`src/rtl/div_iter.sv`:
```
// div_iter: iterative radix-2 restoring divider for DIV/DIVU in the execute stage.
// The result is packed as {remainder, quotient}. The divider performs one quotient
// bit per cycle, so a non-zero divisor takes WIDTH iterations plus one DONE cycle.
// Build option: define DIV_EARLY_EXIT_EN to finish at once when |dividend| < |divisor|.
//
//   state | meaning
//   ------+--------------------------------------------------------------
//   IDLE  | waiting for StartDivE; operands are latched on acceptance
//   BUSY  | one restoring step per cycle, cnt_q runs 0..WIDTH-1
//   DONE  | result valid (DivReadyE); committed to result_q on exit
module div_iter #(
  parameter int WIDTH = 32
) (
  input  logic                 clk,
  input  logic                 rst,
  input  logic                 StartDivE,
  input  logic                 SignedDivE,
  input  logic                 CancelDivE,
  input  logic [WIDTH-1:0]     SrcAE,
  input  logic [WIDTH-1:0]     SrcBE,
  output logic                 DivReadyE,
  output logic [2*WIDTH-1:0]   DivResultE,
  output logic                 DivBusyE
);

  localparam int            CW       = (WIDTH > 1) ? $clog2(WIDTH) : 1;
  localparam logic [CW-1:0] CNT_LAST = CW'(WIDTH - 1);
  localparam logic [CW-1:0] CNT_ONE  = CW'(1);

  typedef enum logic [1:0] {
    IDLE = 2'd0,
    BUSY = 2'd1,
    DONE = 2'd2
  } state_t;

  state_t               state_q;
  logic [CW-1:0]        cnt_q;
  logic [WIDTH-1:0]     rem_q;
  logic [WIDTH-1:0]     quo_q;
  logic [WIDTH-1:0]     dvsr_q;
  logic                 qneg_q;
  logic                 rneg_q;
  logic                 ready_q;
  logic [2*WIDTH-1:0]   result_q;

  logic [WIDTH-1:0]     abs_a;
  logic [WIDTH-1:0]     abs_b;
  logic                 early_exit;
  logic [WIDTH:0]       shifted;
  logic [WIDTH:0]       trial;
  logic [WIDTH-1:0]     rem_d;
  logic [WIDTH-1:0]     quo_d;
  logic [WIDTH-1:0]     fin_rem;
  logic [WIDTH-1:0]     fin_quo;
  logic [2*WIDTH-1:0]   fin_res;

  // Operand magnitudes; the most negative value maps onto itself, which is the
  // correct unsigned magnitude.
  always_comb begin
    abs_a = (SignedDivE && SrcAE[WIDTH-1]) ? -SrcAE : SrcAE;
    abs_b = (SignedDivE && SrcBE[WIDTH-1]) ? -SrcBE : SrcBE;
  end

`ifdef DIV_EARLY_EXIT_EN
  // A dividend smaller than the divisor gives quotient 0 and needs no iterations.
  assign early_exit = (abs_a < abs_b);
`else
  assign early_exit = 1'b0;
`endif

  // One restoring step plus final sign fix-up of the held magnitudes.
  always_comb begin
    shifted = {rem_q, quo_q[WIDTH-1]};
    trial   = shifted - {1'b0, dvsr_q};
    if (trial[WIDTH]) begin
      rem_d = shifted[WIDTH-1:0];
    end else begin
      rem_d = trial[WIDTH-1:0];
    end
    quo_d   = {quo_q[WIDTH-2:0], ~trial[WIDTH]};
    fin_rem = rneg_q ? -rem_q : rem_q;
    fin_quo = qneg_q ? -quo_q : quo_q;
    fin_res = {fin_rem, fin_quo};
  end

  // Control FSM and datapath registers.
  always_ff @(posedge clk) begin
    if (rst) begin
      state_q  <= IDLE;
      cnt_q    <= '0;
      rem_q    <= '0;
      quo_q    <= '0;
      dvsr_q   <= '0;
      qneg_q   <= 1'b0;
      rneg_q   <= 1'b0;
      ready_q  <= 1'b0;
      result_q <= '0;
    end else if (CancelDivE) begin
      state_q <= IDLE;
      ready_q <= 1'b0;
    end else begin
      case (state_q)
        IDLE: begin
          if (StartDivE) begin
            cnt_q  <= '0;
            dvsr_q <= abs_b;
            if (SrcBE == '0) begin
              // Divide by zero: raw dividend and all-ones quotient, no sign fix-up.
              rem_q   <= SrcAE;
              quo_q   <= '1;
              qneg_q  <= 1'b0;
              rneg_q  <= 1'b0;
              ready_q <= 1'b1;
              state_q <= DONE;
            end else begin
              qneg_q <= SignedDivE & (SrcAE[WIDTH-1] ^ SrcBE[WIDTH-1]);
              rneg_q <= SignedDivE & SrcAE[WIDTH-1];
              if (early_exit) begin
                rem_q   <= abs_a;
                quo_q   <= '0;
                ready_q <= 1'b1;
                state_q <= DONE;
              end else begin
                rem_q   <= '0;
                quo_q   <= abs_a;
                state_q <= BUSY;
              end
            end
          end
        end
        BUSY: begin
          rem_q <= rem_d;
          quo_q <= quo_d;
          cnt_q <= cnt_q + CNT_ONE;
          if (cnt_q == CNT_LAST) begin
            ready_q <= 1'b1;
            state_q <= DONE;
          end
        end
        DONE: begin
          // The request that produced this result is still held this cycle,
          // so leave unconditionally instead of treating it as a new start.
          result_q <= fin_res;
          ready_q  <= 1'b0;
          state_q  <= IDLE;
        end
        default: begin
          ready_q <= 1'b0;
          state_q <= IDLE;
        end
      endcase
    end
  end

  // A flush in the DONE cycle suppresses the pulse and keeps the previous result.
  assign DivReadyE  = ready_q & ~CancelDivE;
  assign DivResultE = DivReadyE ? fin_res : result_q;
  assign DivBusyE   = (state_q != IDLE);

endmodule

```
`config.mk`:
```
export PLATFORM = sky130hd
export DESIGN_NAME = div_iter
export DESIGN_NICKNAME = d
export VERILOG_FILES = /design/src/rtl/div_iter.sv
export SDC_FILE = /design/constraint.sdc
export NUM_CORES = 1
export LEC_CHECK = 0
export ABC_CLOCK_PERIOD_IN_PS = 6500
export BUFFER_PORTS_ARGS = -buffer_cell sky130_fd_sc_hd__buf_2
export CORE_MARGIN = 2
export CORE_UTILIZATION = 64
export CTS_CLUSTER_DIAMETER = 80
export DETAILED_ROUTE_END_ITERATION = 8
export PLACE_DENSITY = 0.86
export SLEW_MARGIN = 10
export SYNTH_ARGS = -nofsm -noshare
export SYNTH_HDL_FRONTEND = slang
export SYNTH_SLANG_ARGS = --single-unit
```
`constraint.sdc`:
```
create_clock -name clk -period 6.5 [get_ports clk]
set_input_delay 0.975 -clock clk [delete_from_list [all_inputs] [get_ports clk]]
set_output_delay 0.975 -clock clk [all_outputs]
set_load 0.03 [all_outputs]
```
==> flow_metrics.tcl, run 1 <==
set metrics [dict create \
    status "finished clean" \
    power_density_nw_per_um2 229 \
    n_antenna_cell 0 \
    hold_viol 0 \
    swShare_pct 35.0 \
    cts_made_buffers 17 \
    io_pins 135 \
    seqCellArea_sq_um 3400 \
    grt_use_met2_pct 52.4 \
    synth_top_family_by_area "compound AO/OA/AOI/OAI gates" \
    grt_start_max_net_pins 130 \
    syn_area_sq_um 11700 \
    synth_top_area_cell "dfxtp_1" \
    dpl_worst_slack_ns 2.24 \
    synth_compound_area_share_pct 29.8 \
    reg2reg_from "quo_q[31]" \
    grt.total_usage_pct 35.2 \
    yosysMostFrequentCell "nand2_1" \
    synthXorXnorAreaFrac_pct 10.7 \
    cts_resized 0 \
    synth-main-ff-cell "dfxtp_1" \
    path_class "register to output port" \
    rr_worst_depth 12 \
    min_from "dvsr_q[31]" \
    synth.top_cells.by_area "dfxtp_1 29%, a211oi_1 7.7%, xor2_1 7.4%, a21oi_1 5.7%, nand2_1 5.7%" \
    ys_seq_elements 170 \
    synth_top_area_share_pct 29.2 \
    synth_fa_ha_area_share_pct 4.25 \
    internal_power_uw 1920 \
    drcViolationCount 0 \
    die-area_sq_um 19300 \
    portBuffers 134 \
    area_growth_syn_to_layout_pct 10.4 \
    maxCapViolations 0 \
    core_sq_um 17900 \
    clock_sinks 170 \
    ant_nets 0 \
    async_flop_share_pct 0 \
    yosys-top-cells-count "176 x nand2_1, 170 x dfxtp_1, 165 x nor2_1" \
    p_clk_share_pct 33.9 \
    seq_area_frac_synth_pct 29.2 \
    rsz0062_at_grt "false" \
    critPathCaptureType "output port" \
    die_w_um 139 \
    required_ns 5.52 \
    holdPathEnd "dvsr_q[31]" \
    drtIter0Drc 1348 \
    post-dp-hpwl_um 25000 \
    cts_tree "built" \
    fin_crit_ns 4.77 \
    root_buffer "clkbuf_16" \
    wl_per_cell_um 18.8 \
    drv_slew 0 \
    hold_depth 2 \
    place.gp.congestion 1.02 \
    clk-insertion-delay-late_ns 0.43 \
    num-nets-final 1724 \
    reg2reg_to "rem_q[7]" \
    fin_ws_ns 1.73 \
    postCtsHoldBufs 0 \
    grt_overflow_total 0 \
    num_rows 49 \
    crit_path_max_fanout 7 \
    clkTransAtPathRegs_ns 0.07 \
    met3_usage_pct 5.28 \
    initial_core_util_pct 65.1 \
    setup_violations 0 \
    dieHeight_um 139 \
    synth_mux_area_share_pct 0.429 \
    syn_area_per_cell_sq_um 7.45 \
    critPathLaunch "rem_q[2]" \
    p_sw_uw 1030 \
    grt_antenna_before_repair 0 \
    seqPwrFrac_pct 39.2 \
    synth_edf_count 0 \
    busiest_layer "met2" \
    skew_ns 0.00954 \
    pwr-share-comb_pct 26.9 \
    worst_pin_slew_ns 1.20 \
    rrSetupSlack_ns 2.46 \
    wirelength_um 34900 \
    slew_headroom_pct 19.7 \
    use_met1_pct 48.9 \
    dr_total_vias 12100 \
    yosys.area_share.simple_pct 20.2 \
    drive_gt1_share_pct 12.6 \
    final_min_period_over_clock_period_pct 73.4 \
    synth_fp_nets 1674 \
    vdd_drop_max_v 0.000205 \
    cts_buffer_depth 2 \
    avgViaCountPerCell 6.51 \
    drt_pass1_iterations 6 \
    leakagePower_uw 0.00477 \
    grt_pass1_wl_um 55500 \
    start_kind "register" \
    fmax_ghz 0.210 \
    grt_pass1_vias 10900 \
    synth.distinct_cells 66 \
    cts_setup_buffers 0 \
    multi_input_area_sq_um 7680 \
    setup_tns_ns 0 \
    synth_cells 1566 \
    min_path_type "register to register" \
    cts-htree-levels 4 \
    yosys_warnings 0 \
    arrival_ns 3.80 \
    n_fill_cell 1494 \
]
## state kept, by name, summed over array words and instances, names as in the netlist
signal    cells
dvsr_q       32
rneg_q        1
rem_q        32
quo_q        32
cnt_q         5
qneg_q        1
state_q       2
result_q     64
ready_q       1
## final cells by class
cell class              instances  area share [%]
well taps                     229            2.23
clock buffers                  18            3.33
multi-input cells            1232            59.7
flip-flops and latches        170            26.4
repair buffers                144            5.81
clock inverters                14            1.06
inverters                      51            1.49
## worst max-delay path by stage
stage	cells past startpoint	to
global route	8	DivResultE[62]
global placement	8	DivResultE[63]
detailed placement	9	DivResultE[63]
CTS	8	DivResultE[63]
finish	8	DivResultE[63]
floorplan	8	DivResultE[61]
## logic make-up (layout without fill, tap and decap cells)
group / count (synthesis) / count (layout)
muxes: 5 / 5
DFF: 170 / 170
and+or+nand+nor: 510 / 510
adders and majority gates: 39 / 39
AOI/OAI and AO/OA: 535 / 535
xor gates and xnor gates: 143 / 143
buffers and inverters: 164 / 227
## power by group through the flow
| stage | sequential (uW) | clock, uW | combinational (uW) |
|---|---|---|---|
| after floorplan | 1150 | 0 | 579 |
| after global placement | 1170 | 0 | 757 |
| after detailed placement | 1170 | 0 | 766 |
| after CTS | 1150 | 1000 | 774 |
| after global routing | 1160 | 1040 | 867 |
| final | 1160 | 1000 | 792 |
## through the flow
stage	hold WS, ns	area [sq um]	std cells	power (uW)	util [%]
3_5_place_dp	0.447	12300	1826	1940	68.8
4_1_cts	0.456	12900	1858	2930	71.9
5_1_grt	0.468	12900	1858	3070	71.9
2_1_floorplan	0.432	11700	1566	1730	-
3_3_place_gp	0.441	12300	1826	1930	68.8
6_report	0.457	12900	1858	2950	71.9
## layout by cell type, fill, tap and decap left out, types with 4 or more instances in the layout
cell type / synthesis / final
o221ai_1: 31 / 31
a221oi_1: 4 / 4
o211ai_1: 9 / 9
nor2b_1: 14 / 13
o41ai_1: 18 / 18
a211oi_1: 120 / 119
o21bai_1: 6 / 6
o21ai_0: 116 / 116
xnor2_1: 44 / 44
mux2i_1: 5 / 5
a31oi_1: 30 / 30
xor2_1: 99 / 99
or2_2: 5 / 5
ha_1: 38 / 38
nand2b_1: 10 / 8
a21o_1: 14 / 14
nor3_1: 22 / 22
buf_2: 6 / 133
nand4_1: 7 / 7
o31ai_1: 20 / 20
or4_1: 16 / 16
buf_4: 0 / 11
inv_6: 0 / 4
or3_1: 8 / 8
nor4_1: 29 / 28
nor2_1: 165 / 164
nand2_1: 176 / 176
clkbuf_16: 0 / 17
dfxtp_1: 170 / 170
a21oi_1: 133 / 133
a311oi_1: 6 / 6
inv_1: 50 / 50
nand3_1: 21 / 21
and2_1: 10 / 9
and3_1: 8 / 8
## per-layer routing
metal | wire length [um] | vias to the layer above
met5 | 0 | -
met4 | 1930 | 0
met3 | 3230 | 120
met2 | 14800 | 607
met1 | 14900 | 5552
li1 | - | 5814
## worst max-delay path, stage by stage, from the launching register on
cell,delay (ns)
dfxtp_1,0.40
nor4_1,0.84
nand4_1,0.34
or2_2,0.41
or4_1,0.47
o31a_1,0.28
xnor2_1,0.15
o21ai_0,0.22
buf_2,0.25
No activity file was read; power rests on OpenSTA's default activity.
==> inputs of run 2 (changes only) <==
Settings changed: ABC_CLOCK_PERIOD_IN_PS 6500 to 4450, CORE_UTILIZATION 64 to 60, PLACE_DENSITY 0.86 to 0.82.
Clock period 6.5 ns to 4.45 ns, I/O delays scaled along.
==> run 2 against run 1 <==
Against the previous run: die area increased by 6.5%; critical endpoint is now DivResultE[61]; first-iteration DRC count decreased by 16%; setup slack got worse by 1.5 ns.
==> flow_metrics.tcl, run 2 (synthesized netlist as in run 1, its figures left out) <==
set metrics [dict create \
    status "finished clean" \
    drtIter0Drc 1132 \
    die-area_sq_um 20600 \
    cts-htree-levels 4 \
    wl_per_cell_um 18.2 \
    hold_viol 0 \
    p_clk_share_pct 35.9 \
    wirelength_um 34700 \
    leakagePower_uw 0.00489 \
    num_rows 50 \
    fmax_ghz 0.235 \
    die_w_um 143 \
    dpl-instance-area_sq_um 12500 \
    slew_headroom_pct 29.8 \
    fin_cells 1907 \
    power_density_nw_per_um2 340 \
    post-dp-hpwl_um 25700 \
    dieHeight_um 143 \
    start_kind "register" \
    fin_ws_ns 0.190 \
    cts_buffer_depth 2 \
    root_buffer "clkbuf_16" \
    grt_start_max_net_pins 100 \
    seqPwrFrac_pct 37.8 \
    setup_tns_ns 0 \
    critPathCaptureType "output port" \
    largest_reg_flops 64 \
    grt_antenna_before_repair 2 \
    cts_tree "built" \
    maxCapViolations 0 \
    area_growth_syn_to_layout_pct 12.5 \
    final_cell_area_sq_um 13100 \
    core_sq_um 18900 \
    crit_top_cell "or4_1" \
    crit_path_max_fanout 8 \
    grt_pass1_vias 10500 \
    cp_slowest_cell "or4_1" \
    final_min_period_over_clock_period_pct 95.7 \
    avgViaCountPerCell 6.28 \
    arrival_ns 3.59 \
    dpl_worst_slack_ns 0.606 \
    swShare_pct 33.9 \
    drv_slew 0 \
    pwr-share-comb_pct 26.4 \
    drive_gt1_share_pct 13.6 \
    grt_pass1_wl_um 54800 \
    fin_crit_ns 4.26 \
    drt_pass1_iterations 7 \
    cts_made_buffers 17 \
    final_common_cell "nand2_1" \
    io_pins 135 \
    worst_pin_slew_ns 1.05 \
    place.gp.congestion 1.04 \
    max_stage_delay_ns 0.63 \
    dr_total_vias 12000 \
    largest_register "result_q" \
    skew_ns 0.00835 \
    clk-insertion-delay-late_ns 0.44 \
    clock_sinks 170 \
    rsz0062_at_grt "false" \
    clkTransAtPathRegs_ns 0.07 \
    ant_nets 0 \
    num-nets-final 1740 \
    grt.total_usage_pct 33.5 \
    grt_overflow_total 0 \
    required_ns 3.78 \
    drcViolationCount 0 \
    internal_power_uw 2940 \
    final_cell_mix "176 x nand2_1, 170 x dfxtp_1, 164 x nor2_1" \
    dp_cells 1873 \
    p_sw_uw 1510 \
    path_cells "or4_1 > nor4_2 > nand4_1 > or2_2 > or4_1 > o41ai_1 > xor2_1 > o21ai_0 > buf_2" \
    portBuffers 134 \
    vdd_drop_max_v 0.000276 \
    path_class "register to output port" \
    initial_core_util_pct 61.7 \
    min_path_type "primary input to register" \
    postCtsHoldBufs 0 \
    setup_violations 0 \
]
[run 2: path summary, 6_finish.rpt]
| path | start | to | slack (ns) | depth (start not counted) |
|---|---|---|---|---|
| worst max-delay path | rem_q[10] | DivResultE[61] | 0.19 | 9 |
| worst min-delay path | CancelDivE | state_q[0] | 0.46 | 2 |
| worst max register to register | rem_q[0] | rem_q[31] | 0.55 | 13 |
| worst min register to register | result_q[32] | result_q[32] | 0.46 | 2 |
[run 2: routing by layer]
layer	share of wire (%)	up-vias	wire, um	track usage, %
met3	8.8	82	3040	5.90
met2	43	549	15000	50.0
met5	0	-	0	0
met1	44	5503	15300	47.2
met4	3.9	0	1350	15.0
li1	-	5833	-	-
[run 2: power groups by stage]
stage	Clock (uW)	Combinational, uW	Sequential (uW)
finish	1600	1170	1680
global route	1670	1290	1690
CTS	1610	1150	1680
detailed placement	0	1140	1710
global placement	0	1130	1710
floorplan	0	846	1670
[run 2: critical path, delay by kind of cell, from the launching register on]
family	cells	cell delay, ns
compound gates	2	0.53
xor+xnor	1	0.14
buf+inv	1	0.24
flops	1	0.42
simple gates	5	1.83
[run 2: area by class of cell]
type,count,area (sq um)
well taps,260,325
multi-input cells,1232,7690
inverters,51,191
flip-flops and latches,170,3400
fillers,1648,5780
diodes,2,5.00
clock buffers,18,439
clock inverters,14,183
repair buffers,160,881
[run 2: per-stage QoR]
| stage | total power, uW | util (%) | hold slack [ns] |
|---|---|---|---|
| detailed placement | 2850 | 66.1 | 0.453 |
| CTS | 4430 | 69.4 | 0.452 |
| floorplan | 2520 | - | 0.432 |
| global placement | 2840 | 66.1 | 0.442 |
| finish | 4460 | 69.4 | 0.462 |
| global route | 4640 | 69.4 | 0.479 |
[run 2: timing repair]
| action | in CTS | in global routing |
|---|---|---|
| gates resized for setup | 0 | 1 |
| endpoints found under the setup margin | 0 | 2 |
| setup buffers | 0 | 0 |
